--- src/rtl/instruction_encoder.sv ---
// RV32I instruction encoder: packs format/opcode/register/funct/immediate fields into a 32-bit word
// through a two-stage valid/ready pipeline. Optional feature macro: INSTR_ENCODER_ERR_COUNT_EN.
module instruction_encoder #(
  parameter int ERR_CNT_W = 8
) (
  input  logic                 clk,
  input  logic                 rst,
  input  logic                 in_valid,
  output logic                 in_ready,
  input  logic [2:0]           in_fmt,
  input  logic [6:0]           in_opcode,
  input  logic [4:0]           in_rd,
  input  logic [2:0]           in_funct3,
  input  logic [4:0]           in_rs1,
  input  logic [4:0]           in_rs2,
  input  logic [6:0]           in_funct7,
  input  logic [31:0]          in_imm,
  output logic                 out_valid,
  input  logic                 out_ready,
  output logic [31:0]          out_instr,
  output logic                 out_imm_err,
  output logic [ERR_CNT_W-1:0] err_count
);

  localparam logic [2:0] FMT_R = 3'd0;
  localparam logic [2:0] FMT_I = 3'd1;
  localparam logic [2:0] FMT_S = 3'd2;
  localparam logic [2:0] FMT_B = 3'd3;
  localparam logic [2:0] FMT_U = 3'd4;
  localparam logic [2:0] FMT_J = 3'd5;

  function automatic logic [31:0] encode(
    input logic [2:0]         fmt,
    input logic [6:0]         op,
    input logic [4:0]         rd,
    input logic [2:0]         f3,
    input logic [4:0]         rs1,
    input logic [4:0]         rs2,
    input logic [6:0]         f7,
    input logic signed [31:0] imm
  );
    logic [31:0] w;
    w = '0;
    case (fmt)
      FMT_R: w = {f7, rs2, rs1, f3, rd, op};
      FMT_I: w = {imm[11:0], rs1, f3, rd, op};
      FMT_S: w = {imm[11:5], rs2, rs1, f3, imm[4:0], op};
      FMT_B: w = {imm[12], imm[10:5], rs2, rs1, f3, imm[4:1], imm[11], op};
      FMT_U: w = {imm[31:12], rd, op};
      FMT_J: w = {imm[20], imm[10:1], imm[11], imm[19:12], rd, op};
      default: w = '0;
    endcase
    return w;
  endfunction

  // An immediate is representable when sign-extending its field width reproduces the full value.
  function automatic logic range_err(
    input logic [2:0]         fmt,
    input logic signed [31:0] imm
  );
    logic signed [31:0] sx12;
    logic signed [31:0] sx13;
    logic signed [31:0] sx21;
    logic               e;
    sx12 = signed'({{20{imm[11]}}, imm[11:0]});
    sx13 = signed'({{19{imm[12]}}, imm[12:0]});
    sx21 = signed'({{11{imm[20]}}, imm[20:0]});
    e = 1'b0;
    case (fmt)
      FMT_R:        e = 1'b0;
      FMT_I, FMT_S: e = (imm != sx12);
      FMT_B:        e = imm[0] | (imm != sx13);
      FMT_U:        e = (imm[11:0] != 12'd0);
      FMT_J:        e = imm[0] | (imm != sx21);
      default:      e = 1'b1;
    endcase
    return e;
  endfunction

  logic                vld_p1;
  logic [2:0]          fmt_p1;
  logic [6:0]          opcode_p1;
  logic [4:0]          rd_p1;
  logic [2:0]          funct3_p1;
  logic [4:0]          rs1_p1;
  logic [4:0]          rs2_p1;
  logic [6:0]          funct7_p1;
  logic signed [31:0]  imm_p1;

  logic                vld_p2;
  logic [31:0]         instr_p2;
  logic                err_p2;

  logic                b_free;
  logic                a_free;
  logic                in_xfer;
  logic                out_xfer;
  logic [31:0]         enc_p1;
  logic                enc_err_p1;

  assign b_free   = !vld_p2 || out_ready;
  assign a_free   = !vld_p1 || b_free;
  assign in_ready = a_free;
  assign in_xfer  = in_valid && in_ready;
  assign out_xfer = vld_p2 && out_ready;

  // Stage A: capture raw request fields
  always_ff @(posedge clk) begin
    if (rst) begin
      vld_p1 <= 1'b0;
    end else if (a_free) begin
      vld_p1 <= in_valid;
    end
  end

  always_ff @(posedge clk) begin
    if (in_xfer) begin
      fmt_p1    <= in_fmt;
      opcode_p1 <= in_opcode;
      rd_p1     <= in_rd;
      funct3_p1 <= in_funct3;
      rs1_p1    <= in_rs1;
      rs2_p1    <= in_rs2;
      funct7_p1 <= in_funct7;
      imm_p1    <= signed'(in_imm);
    end
  end

  always_comb begin
    enc_p1     = encode(fmt_p1, opcode_p1, rd_p1, funct3_p1, rs1_p1, rs2_p1, funct7_p1, imm_p1);
    enc_err_p1 = range_err(fmt_p1, imm_p1);
  end

  // Stage B: encoded word and error flag, held while the consumer stalls
  always_ff @(posedge clk) begin
    if (rst) begin
      vld_p2   <= 1'b0;
      instr_p2 <= '0;
      err_p2   <= 1'b0;
    end else if (b_free) begin
      vld_p2 <= vld_p1;
      if (vld_p1) begin
        instr_p2 <= enc_p1;
        err_p2   <= enc_err_p1;
      end
    end
  end

  assign out_valid   = vld_p2;
  assign out_instr   = instr_p2;
  assign out_imm_err = err_p2;

`ifdef INSTR_ENCODER_ERR_COUNT_EN
  function automatic logic [ERR_CNT_W-1:0] sat_inc(input logic [ERR_CNT_W-1:0] v);
    return (&v) ? v : v + 1'b1;
  endfunction

  logic [ERR_CNT_W-1:0] cnt;

  always_ff @(posedge clk) begin
    if (rst) begin
      cnt <= '0;
    end else if (out_xfer && err_p2) begin
      cnt <= sat_inc(cnt);
    end
  end

  assign err_count = cnt;
`else
  logic unused_xfer;
  assign unused_xfer = out_xfer;
  assign err_count   = '0;
`endif

endmodule

--- config.mk ---
export PLATFORM = sky130hd
export DESIGN_NAME = instruction_encoder
export DESIGN_NICKNAME = d
export VERILOG_FILES = /design/src/rtl/instruction_encoder.sv
export SDC_FILE = /design/constraint.sdc
export NUM_CORES = 1
export LEC_CHECK = 0
export BUFFER_PORTS_ARGS = -buffer_cell sky130_fd_sc_hd__buf_2
export CORE_AREA = 2 2 112 114
export CTS_CLUSTER_DIAMETER = 50
export DETAILED_ROUTE_END_ITERATION = 16
export DIE_AREA = 0 0 114 116
export PLACE_DENSITY_LB_ADDON = 0.1
export SYNTH_ARGS = -nofsm -noshare
export SYNTH_HDL_FRONTEND = slang
export SYNTH_SLANG_ARGS = --single-unit
--- constraint.sdc ---
create_clock -name clk -period 2.82 [get_ports clk]
set_input_delay 0.282 -clock clk [delete_from_list [all_inputs] [get_ports clk]]
set_output_delay 0.282 -clock clk [all_outputs]
set_load 0.03 [all_outputs]
==> results of run 1 <==
[worst paths after layout]
kind                 from            to  slack [ns]  cells past startpoint
min reg2reg  opcode_p1[5]  out_instr[5]        0.48                      2
min          in_opcode[1]  opcode_p1[1]        0.10                      1
max reg2reg     fmt_p1[1]   out_imm_err        0.64                      4
max             fmt_p1[1]   out_imm_err        0.64                      4
[final cells by class]
type                            instances  area, um^2
Timing Repair Buffer                  111         571
Sequential cell                       102        2710
Clock inverter                          5        50.0
Clock buffer                           11         233
Inverter                                5        18.8
Tap cell                              147         184
Fill cell                            1157        6970
Multi-Input combinational cell        195        1170
[Yosys cell counts, drive strengths merged]
master	n
edfxtp	67
nor2	41
dfxtp	35
nor3	23
a221oi	20
clkbuf	18
a22oi	16
nand2	13
buf	11
a21oi	8
o21ai	8
mux2i	7
nand3	6
nand4	6
nor4	6
inv	5
nor2b	4
o2bb2ai	4
or4	4
o2111ai	3
a211oi	2
mux2	2
or3	2
a21bo	1
a311oi	1
a31oi	1
and2	1
and2b	1
conb	1
nand2b	1
o211ai	1
o221ai	1
o22ai	1
o32ai	1
or2b	1
xor2	1
[sequential cells by signal, summed over array words and instances (netlist names), 5 cells and up]
name and flops:
funct7_p1 7, imm_p1 32, opcode_p1 7, out_instr 32, rd_p1 5, rs1_p1 5
rs2_p1 5
[cell families (layout without fill, tap and decap cells)]
kind of cell,Yosys count,in the layout,share of synthesized area
buffers and inverters,34,132,0.0549
XOR/XNOR,1,1,0.00215
AO/OA/AOI/OAI,68,68,0.124
multiplexers,9,9,0.0227
flip-flops,102,102,0.664
other,1,8,0.000919
AND/OR/NAND/NOR,109,109,0.131
[per-layer routing]
| layer | up-vias | part of all wire | GRT usage |
|---|---|---|---|
| met5 | - | 0 | 0 |
| met4 | 0 | 0.017 | 0.0488 |
| met3 | 11 | 0.063 | 0.0554 |
| met2 | 105 | 0.45 | 0.235 |
| met1 | 1390 | 0.48 | 0.223 |
| li1 | 1427 | - | - |
[power by group]
group | internal [mW] | switching (mW) | leakage (nW)
Combinational | 0.120 | 0.214 | 0.844
Clock | 0.682 | 0.508 | 0.143
Sequential | 1.69 | 0.0723 | 0.942
[per-stage QoR]
step                power (mW)  utilization  std cells  hold WS, ns
detailed placement        2.13        0.391        560        0.460
floorplan                 2.00            -        331        0.381
finish                    3.29        0.415        576        0.103
global route              3.43        0.415        576       0.0857
global placement          2.13        0.391        560        0.459
CTS                       3.33        0.415        576       0.0904
==> flow_summary.rst, run 1 <==
.. list-table::
   :header-rows: 1

   * - Metric
     - Value
   * - Length of the first detailed-routing pass in iterations
     - 4
   * - Finished Cell Area
     - 4940 um^2
   * - Ranking of synthesized cells by area
     - edfxtp_1 (49%), dfxtp_1 (17%), a221oi_1 (4.3%)
   * - CP max-delay cell
     - nor2_1
   * - Maxcap violations
     - 0
   * - Fraction of post-synthesis cell area in the top cell type by area
     - 0.493
   * - Crit start category
     - flop
   * - Leakage power total
     - 1.93 nW
   * - Critical Path Sink Type
     - flop
   * - Combined global-route utilization of all metal layers
     - 0.160
   * - Cells along the critical path
     - inv_1, nor2_1, o2111ai_1, o211ai_1
   * - CTS tree
     - built
   * - Final antenna-violating net count
     - 0
   * - Post-cts hold buffer count
     - 0
   * - Clk buf depth
     - 2
   * - Area delta synth->final
     - 21.1%
   * - Die outline area
     - roughly 13000 um^2
   * - Synth Warn #
     - 0
   * - Number of DRC violations after detailed-routing iteration 0
     - 206
   * - Number of setup buffers added after CTS
     - 0
   * - Sequential share of the synthesized area
     - 0.664
   * - Tmin final
     - 2.18 ns
   * - Num ports
     - 114
   * - Crit path kind
     - reg2reg
   * - Sum of negative setup slack
     - 0 ns
   * - Initial antenna violation count
     - 0
   * - Total standard cell area after synthesis
     - between 4000 and 5000 um^2
   * - Mean routed wirelength per cell
     - 17.7 um
   * - Share of the cycle needed by the critical path after routing
     - 0.771
   * - Final Hold Vio Count
     - 0
   * - Wire length of the first global-routing pass
     - 15700 um
   * - Setup repair after global routing missed its margin
     - no
   * - Number of levels the H-tree was split into
     - 3
   * - Global route overflow
     - 0
   * - Biggest cell delay along the critical path
     - 0.72 ns
   * - Synthesized instance count
     - 324
   * - Total power per unit cell area
     - 665 nW/um^2
   * - Post-detailed-routing wire length
     - 10200 um
   * - Final count of negative-setup-slack endpoints
     - 0
   * - Number of core rows
     - 40
   * - Number of gates resized after cts
     - 0
   * - Effective utilization at floorplan
     - 0.343
   * - IO Port Bufs
     - 105
   * - Register clock-pin slew on the reported worst setup and hold paths
     - 0.07 ns
   * - Fmax
     - between 0.4 and 0.5 GHz
   * - Highest ir drop seen on vdd
     - approximately 0.33 mV
   * - Vias per inst
     - 5.09
   * - Cell taking the most area after synthesis
     - edfxtp_1
   * - Post-layout worst setup margin
     - ~0.64 ns
   * - Area after detailed placement
     - 4660 um^2
   * - Synthesized flop and latch total
     - 102
   * - Dpl hpwl
     - 7160 um
   * - Req. time, crit path
     - 3.10 ns
   * - Number of CTS-inserted buffers
     - 9
   * - Vias
     - 2933
   * - Clock skew
     - between 0.007 and 0.008 ns
   * - Area of the placeable core
     - between 10000 and 15000 um^2
   * - Fraction of final layout cells with drive strength greater than 1
     - 0.310
   * - Count of pins over their slew limit
     - 0
   * - Largest delay contributor family on the critical path
     - simple AND/OR/NAND/NOR gates
   * - Die width
     - 114 um
   * - Routability cong.
     - 0.844
   * - Via count of the first global-routing pass
     - 2896
   * - Placement Setup Slack
     - 0.657 ns
   * - # clock sinks
     - 102
   * - Worst-Margin Slew
     - 0.981 ns
   * - Endpoint arrival time on the critical path
     - 2.45 ns
   * - Height of the die
     - 116 um
   * - Clk_lat worst skew
     - 0.35 ns
   * - Worst path buffer plus inverter count
     - 1
   * - Kind of path behind the tightest hold check
     - in2reg
   * - Most frequent cells in the layout
     - buf_2 (105), edfxtp_1 (67), nor2_1 (41)
   * - Number of distinct library cell variants in the gate-level netlist after synthesis
     - 41
   * - Pin count of the biggest net entering global routing
     - 36
   * - Clock Root Buffer
     - clkbuf_16
   * - Antenna Cells
     - 0
   * - # nets final
     - ~500
   * - Residual DRC
     - 0
   * - Worst rel slew slack
     - 0.346
   * - Run status
     - finished, final reports clean
   * - Most common cell after layout, fill and taps aside
     - buf_2
   * - Average cell area after synthesis
     - 12.6 um^2
   * - Crit Path Max Fanout
     - 15
Power figures use the tool's default switching activity.
==> inputs of run 2 (changes only) <==
==> constraint.sdc (replaced) <==
create_clock -name clk -period 2.2 [get_ports clk]
set_input_delay 0.22 -clock clk [delete_from_list [all_inputs] [get_ports clk]]
set_output_delay 0.22 -clock clk [all_outputs]
set_load 0.03 [all_outputs]
==> run 2 against run 1 <==
Cell area up 1.7%. Power is 31% higher. Clock power up 34%. Setup slack lost 0.25 ns. Via count is 1.2% lower. Wire length fell by 1.4%. Sequential share of layout area fell by 0.90 points. Hold slack got worse by 0.057 ns. Critical endpoint unchanged. Largest power group unchanged.
==> flow_summary.rst, run 2 (same netlist as run 1, synthesis figures left out) <==
.. list-table::
   :header-rows: 1

   * - Metric
     - Value
   * - Global route overflow
     - 0 (unchanged)
   * - Fmax
     - 0.555 GHz (+21%)
   * - # nets final
     - 501 (+1.2%)
   * - Met2 WL post-DR
     - 4330 um (-4.5%)
   * - Die outline area
     - 13200 um^2 (unchanged)
   * - Area delta synth->final
     - 23.1%
   * - Crit Path Max Fanout
     - 4 (-11)
   * - Vias per inst
     - 4.98 (-2.2%)
   * - Sum of negative setup slack
     - 0 ns (unchanged)
   * - Final count of negative-setup-slack endpoints
     - 0 (unchanged)
   * - Non-Filler Instances
     - 582 (+1.0%)
   * - Most common cell after layout, fill and taps aside
     - buf_2
   * - Sum of met3 wire segment lengths after detailed routing
     - 543 um (-15%)
   * - Kind of path behind the tightest hold check
     - in2reg
   * - Critical Path Sink Type
     - flop
   * - Length of the first detailed-routing pass in iterations
     - 4 (unchanged)
   * - Number of CTS-inserted buffers
     - 9 (unchanged)
   * - Share of the cycle needed by the critical path after routing
     - 0.818 (+0.0470)
   * - Finished Cell Area
     - 5020 um^2 (+1.7%)
   * - Number of gates resized after cts
     - 0 (unchanged)
   * - Effective utilization at floorplan
     - 0.343 (unchanged)
   * - Combined global-route utilization of all metal layers
     - 0.155 (-0.00494)
   * - Crit start category
     - flop
   * - Die width
     - 114 um (unchanged)
   * - Crit path kind
     - reg2reg
   * - IO Port Bufs
     - 105 (unchanged)
   * - Wire length of the first global-routing pass
     - 15300 um (-2.6%)
   * - Number of setup buffers added after CTS
     - 0 (unchanged)
   * - Highest ir drop seen on vdd
     - 0.457 mV (+39%)
   * - Number of levels the H-tree was split into
     - 3 (unchanged)
   * - Number of DRC violations after detailed-routing iteration 0
     - 168 (-18%)
   * - Critical register-to-register path startpoint
     - imm_p1[23]
   * - Worst Min Path Start
     - in_imm[24]
   * - Post-detailed-routing wire length
     - 10000 um (-1.4%)
   * - Top routing layer in use
     - met4
   * - Area of the placeable core
     - 11900 um^2 (unchanged)
   * - Sum of routed wire segments on met1
     - 5030 um (+4.2%)
   * - Clk buf depth
     - 2 (unchanged)
   * - Count of pins over their slew limit
     - 0 (unchanged)
   * - Post-cts hold buffer count
     - 0 (unchanged)
   * - Clk_lat worst skew
     - 0.34 ns (about the same)
   * - Tmin final
     - 1.80 ns (-0.375 ns)
   * - Mean routed wirelength per cell
     - 17.2 um (-2.4%)
   * - Worst-Margin Slew
     - 0.895 ns (-0.0857 ns)
   * - Fraction of final layout cells with drive strength greater than 1
     - 0.324 (+0.0141)
   * - Via count of the first global-routing pass
     - 2834 (-2.1%)
   * - Run status
     - finished, final reports clean
   * - # clock sinks
     - 102 (unchanged)
   * - Antenna Cells
     - 0 (unchanged)
   * - Maxcap violations
     - 0 (unchanged)
   * - Clock skew
     - 0.00610 ns (-0.00160 ns)
   * - Vias
     - 2897 (-1.2%)
   * - Height of the die
     - 116 um (unchanged)
   * - Final Hold Vio Count
     - 0 (unchanged)
   * - Pin count of the biggest net entering global routing
     - 27 (-25%)
   * - Number of core rows
     - 40 (unchanged)
   * - Residual DRC
     - 0 (unchanged)
   * - Worst rel slew slack
     - 0.401 (+0.0549)
   * - Launching element of the worst setup path
     - imm_p1[23]
   * - Area after detailed placement
     - 4720 um^2 (+1.3%)
   * - Endpoint arrival time on the critical path
     - 2.02 ns (-0.43 ns)
   * - Register clock-pin slew on the reported worst setup and hold paths
     - 0.07 ns (about the same)
   * - Req. time, crit path
     - 2.42 ns (-0.68 ns)
   * - Cell count after placement
     - 566 (+1.1%)
   * - Initial antenna violation count
     - 0 (unchanged)
   * - Num ports
     - 114 (unchanged)
   * - Routability cong.
     - 0.884 (+4.8%)
   * - Setup repair after global routing missed its margin
     - no
   * - Final antenna-violating net count
     - 0 (unchanged)
   * - Total power per unit cell area
     - 856 nW/um^2 (+29%)
   * - Most frequent cells in the layout
     - buf_2 (105), edfxtp_1 (67), nor2_1 (41)
   * - Clock Root Buffer
     - clkbuf_16
   * - Leakage power total
     - 1.97 nW (+2.0%)
   * - Dpl hpwl
     - 7270 um (+1.5%)
   * - CTS tree
     - built
## run 2: metal layers
layer	track usage	up-vias
met2	0.225	95
met5	0	-
li1	-	1444
met1	0.223	1350
met3	0.0371	8
met4	0.0626	0
## run 2: through the flow
step | utilization | setup slack (ns) | power, mW | hold WS [ns]
after floorplan | - | 0.345 | 2.57 | 0.319
after global placement | 0.396 | 0.452 | 2.74 | 0.397
after detailed placement | 0.396 | 0.407 | 2.74 | 0.398
after CTS | 0.422 | 0.395 | 4.36 | 0.0270
after global routing | 0.422 | 0.275 | 4.48 | 0.0317
final | 0.422 | 0.399 | 4.30 | 0.0459
## run 2: critical path, stage by stage, from the launching register on
cell	delay, ns
edfxtp_1	0.43
or4_4	0.58
nor4_2	0.27
o2111ai_1	0.16
o2111ai_1	0.13
o211ai_1	0.10
## run 2: worst paths after layout
path | to | slack, ns | cells past startpoint
max reg2reg | out_imm_err | 0.40 | 5
max | out_imm_err | 0.40 | 5
min reg2reg | out_instr[3] | 0.48 | 2
min | imm_p1[24] | 0.05 | 1
## run 2: power by group
part	leakage, nW	switching, mW	internal, mW	total, mW
Sequential	0.942	0.0785	2.16	2.24
Combinational	0.880	0.290	0.164	0.454
Clock	0.147	0.708	0.895	1.60
## run 2: cell type report
cell class	instances	area [um^2]
Inverter	5	18.8
Timing Repair Buffer	117	628
Multi-Input combinational cell	195	1170
Clock buffer	9	225
Sequential cell	102	2710
Clock inverter	7	81.3
Tap cell	147	184
Fill cell	1166	6890
==> inputs of run 3 (changes only) <==
==> constraint.sdc (replaced) <==
create_clock -name clk -period 1.6 [get_ports clk]
set_input_delay 0.16 -clock clk [delete_from_list [all_inputs] [get_ports clk]]
set_output_delay 0.16 -clock clk [all_outputs]
set_load 0.03 [all_outputs]
==> run 3 against run 2 <==
Highest routed layer unchanged. Sequential share of layout area fell by 8.5 points. Cell count rose by 16%. Hold slack got worse by 0.0015 ns. Sequential cell count did not move. First-iteration DRC count fell by 32%. Critical path depth did not move. Clock skew rose by 0.0031 ns. Power rose by 44%. Combinational power rose by 87%. The flow now finishes with violations (negative setup slack). Fmax rose by 8.4%.
==> flow_summary.rst, run 3 (same netlist as run 1, synthesis figures left out) <==
.. list-table::
   :header-rows: 1

   * - Metric
     - Value
   * - Worst Hold End
     - vld_p1
   * - Leakage power total
     - 2.39 nW (+22%)
   * - Area of the placeable core
     - 11900 um^2 (unchanged)
   * - Wire length of the first global-routing pass
     - 16700 um (+9.3%)
   * - Crit start category
     - flop
   * - Via count of the first global-routing pass
     - 3127 (+10%)
   * - Clock Root Buffer
     - clkbuf_16
   * - Finished Cell Area
     - 5960 um^2 (+19%)
   * - FILL cells
     - 1076 (-7.7%)
   * - Post-detailed-routing wire length
     - 11100 um (+11%)
   * - IO Port Bufs
     - 105 (unchanged)
   * - Height of the die
     - 116 um (unchanged)
   * - Run status
     - complete, but fails checks
   * - Clock skew
     - 0.00925 ns (+0.00314 ns)
   * - Final Hold Vio Count
     - 0 (unchanged)
   * - Clk buf depth
     - 2 (unchanged)
   * - Vias
     - 3263 (+13%)
   * - Total chip power
     - 6.18 mW (+44%)
   * - Antenna Cells
     - 0 (unchanged)
   * - Dpl hpwl
     - 7530 um (+3.6%)
   * - Clk_lat worst skew
     - 0.35 ns (about the same)
   * - Critical Path Sink Type
     - flop
   * - Most frequent cells in the layout
     - buf_2 (105), edfxtp_1 (67), dlygate4sd3_1 (67)
   * - Fraction of final layout cells with drive strength greater than 1
     - 0.329 (+0.00476)
   * - Number of DRC violations after detailed-routing iteration 0
     - 114 (-32%)
   * - Worst-case register-to-register setup slack
     - -0.06 ns (-0.46 ns)
   * - Violations in the final reports
     - negative setup slack
   * - Maxcap violations
     - 0 (unchanged)
   * - # clock sinks
     - 102 (unchanged)
   * - Count of pins over their slew limit
     - 0 (unchanged)
   * - Number of CTS-inserted buffers
     - 9 (unchanged)
   * - Tmin final
     - 1.66 ns (-0.140 ns)
   * - Die width
     - 114 um (unchanged)
   * - Crit path kind
     - reg2reg
   * - Pin count of the biggest net entering global routing
     - 37 (+37%)
   * - Final core area utilization
     - 0.501 (+0.0788)
   * - # nets final
     - 592 (+18%)
   * - Area used by multi-input combinational logic
     - 1220 um^2 (+3.9%)
   * - Fmax
     - 0.602 GHz (+8.4%)
   * - Setup repair after global routing missed its margin
     - yes
   * - Mean routed wirelength per cell
     - 16.5 um (-4.0%)
   * - Num ports
     - 114 (unchanged)
   * - Kind of path behind the tightest hold check
     - in2reg
   * - Share of the cycle needed by the critical path after routing
     - 1.04 (+0.219)
   * - Final antenna-violating net count
     - 0 (unchanged)
   * - Effective utilization at floorplan
     - 0.343 (unchanged)
   * - R2R depth
     - 5 (unchanged)
   * - Area delta synth->final
     - 46.1%
   * - Worst Min Path Start
     - in_valid
   * - Routability cong.
     - 0.876 (-0.89%)
   * - Terminus of the critical flop-to-flop path
     - out_imm_err
   * - Global route overflow
     - 0 (unchanged)
   * - CTS tree
     - built
   * - Area after detailed placement
     - 4950 um^2 (+4.9%)
   * - Register clock-pin slew on the reported worst setup and hold paths
     - 0.07 ns (about the same)
   * - Endpoint arrival time on the critical path
     - 1.89 ns (-0.13 ns)
   * - Die outline area
     - 13200 um^2 (unchanged)
   * - Total power per unit cell area
     - 1040 nW/um^2 (+21%)
   * - Residual DRC
     - 0 (unchanged)
   * - Highest ir drop seen on vdd
     - 0.430 mV (-5.9%)
   * - Combined global-route utilization of all metal layers
     - 0.170 (+0.0147)
   * - Req. time, crit path
     - 1.83 ns (-0.59 ns)
   * - Cells on Worst Hold Path
     - 3 (+2)
   * - Length of the first detailed-routing pass in iterations
     - 4 (unchanged)
   * - Number of core rows
     - 40 (unchanged)
   * - Initial antenna violation count
     - 0 (unchanged)
   * - Vias per inst
     - 4.85 (-2.6%)
   * - Most common cell after layout, fill and taps aside
     - buf_2
   * - Final count of negative-setup-slack endpoints
     - 1 (+1)
   * - Critical register-to-register path startpoint
     - imm_p1[31]
   * - Area taken by flip-flops and latches
     - 2710 um^2 (about the same)
   * - Number of levels the H-tree was split into
     - 3 (unchanged)
   * - Post-layout worst setup margin
     - -0.0607 ns (-0.460 ns)
   * - Crit Path Max Fanout
     - 4 (unchanged)
-- run 3: cell type report --
cell class	count	share of cell area
Tap cell	147	0.0308
Clock buffer	11	0.0426
Timing Repair Buffer	208	0.254
Inverter	5	0.00315
Multi-Input combinational cell	195	0.205
Clock inverter	5	0.00923
Sequential cell	102	0.455
-- run 3: what timing repair did --
action / 4_1_cts / 5_1_grt
endpoints found under the hold margin: 65 / 2
resized for setup: 3 / 3
hold buffers: 65 / 2
buffers inserted: 1 / 0
setup endpoints to repair: 1 / 8
-- run 3: metal layers --
layer  vias up  wire length [um]  global-route usage
met5         -                 0                   0
met4         0               212              0.0756
met3        17               554              0.0345
met2        99              5100               0.261
met1      1527              5270               0.233
li1       1620                 -                   -
-- run 3: power by group --
part / internal (mW) / switching, mW / leakage [nW]
logic: 0.388 / 0.463 / 1.30
clock network: 1.31 / 0.957 / 0.149
registers: 2.98 / 0.0853 / 0.942
-- run 3: worst max path at each step --
stage / slack [ns] / cells past startpoint / endpoint / from
2_1_floorplan: -0.01 / 5 / out_imm_err / imm_p1[28]
3_3_place_gp: -0.02 / 5 / out_imm_err / imm_p1[30]
3_5_place_dp: -0.05 / 5 / out_imm_err / imm_p1[26]
4_1_cts: -0.04 / 5 / out_imm_err / imm_p1[29]
5_1_grt: -0.11 / 5 / out_imm_err / imm_p1[26]
6_report: -0.06 / 5 / out_imm_err / imm_p1[31]
-- run 3: metrics by stage --
stage	setup slack [ns]	hold slack, ns	cells	TNS [ns]
after floorplan	-0.0127	0.259	331	-0.0127
after global placement	-0.0245	0.338	589	-0.0245
after detailed placement	-0.0533	0.338	589	-0.0533
after CTS	-0.0404	0.00210	671	-0.0404
after global routing	-0.110	0.0711	673	-0.110
final	-0.0607	0.0444	673	-0.0607
-- run 3: critical path: stages, from the launching register on --
cell       delay (ns)
edfxtp_1         0.43
or4_4            0.50
nor4_2           0.27
o2111ai_1        0.15
o2111ai_1        0.10
o211ai_1         0.09
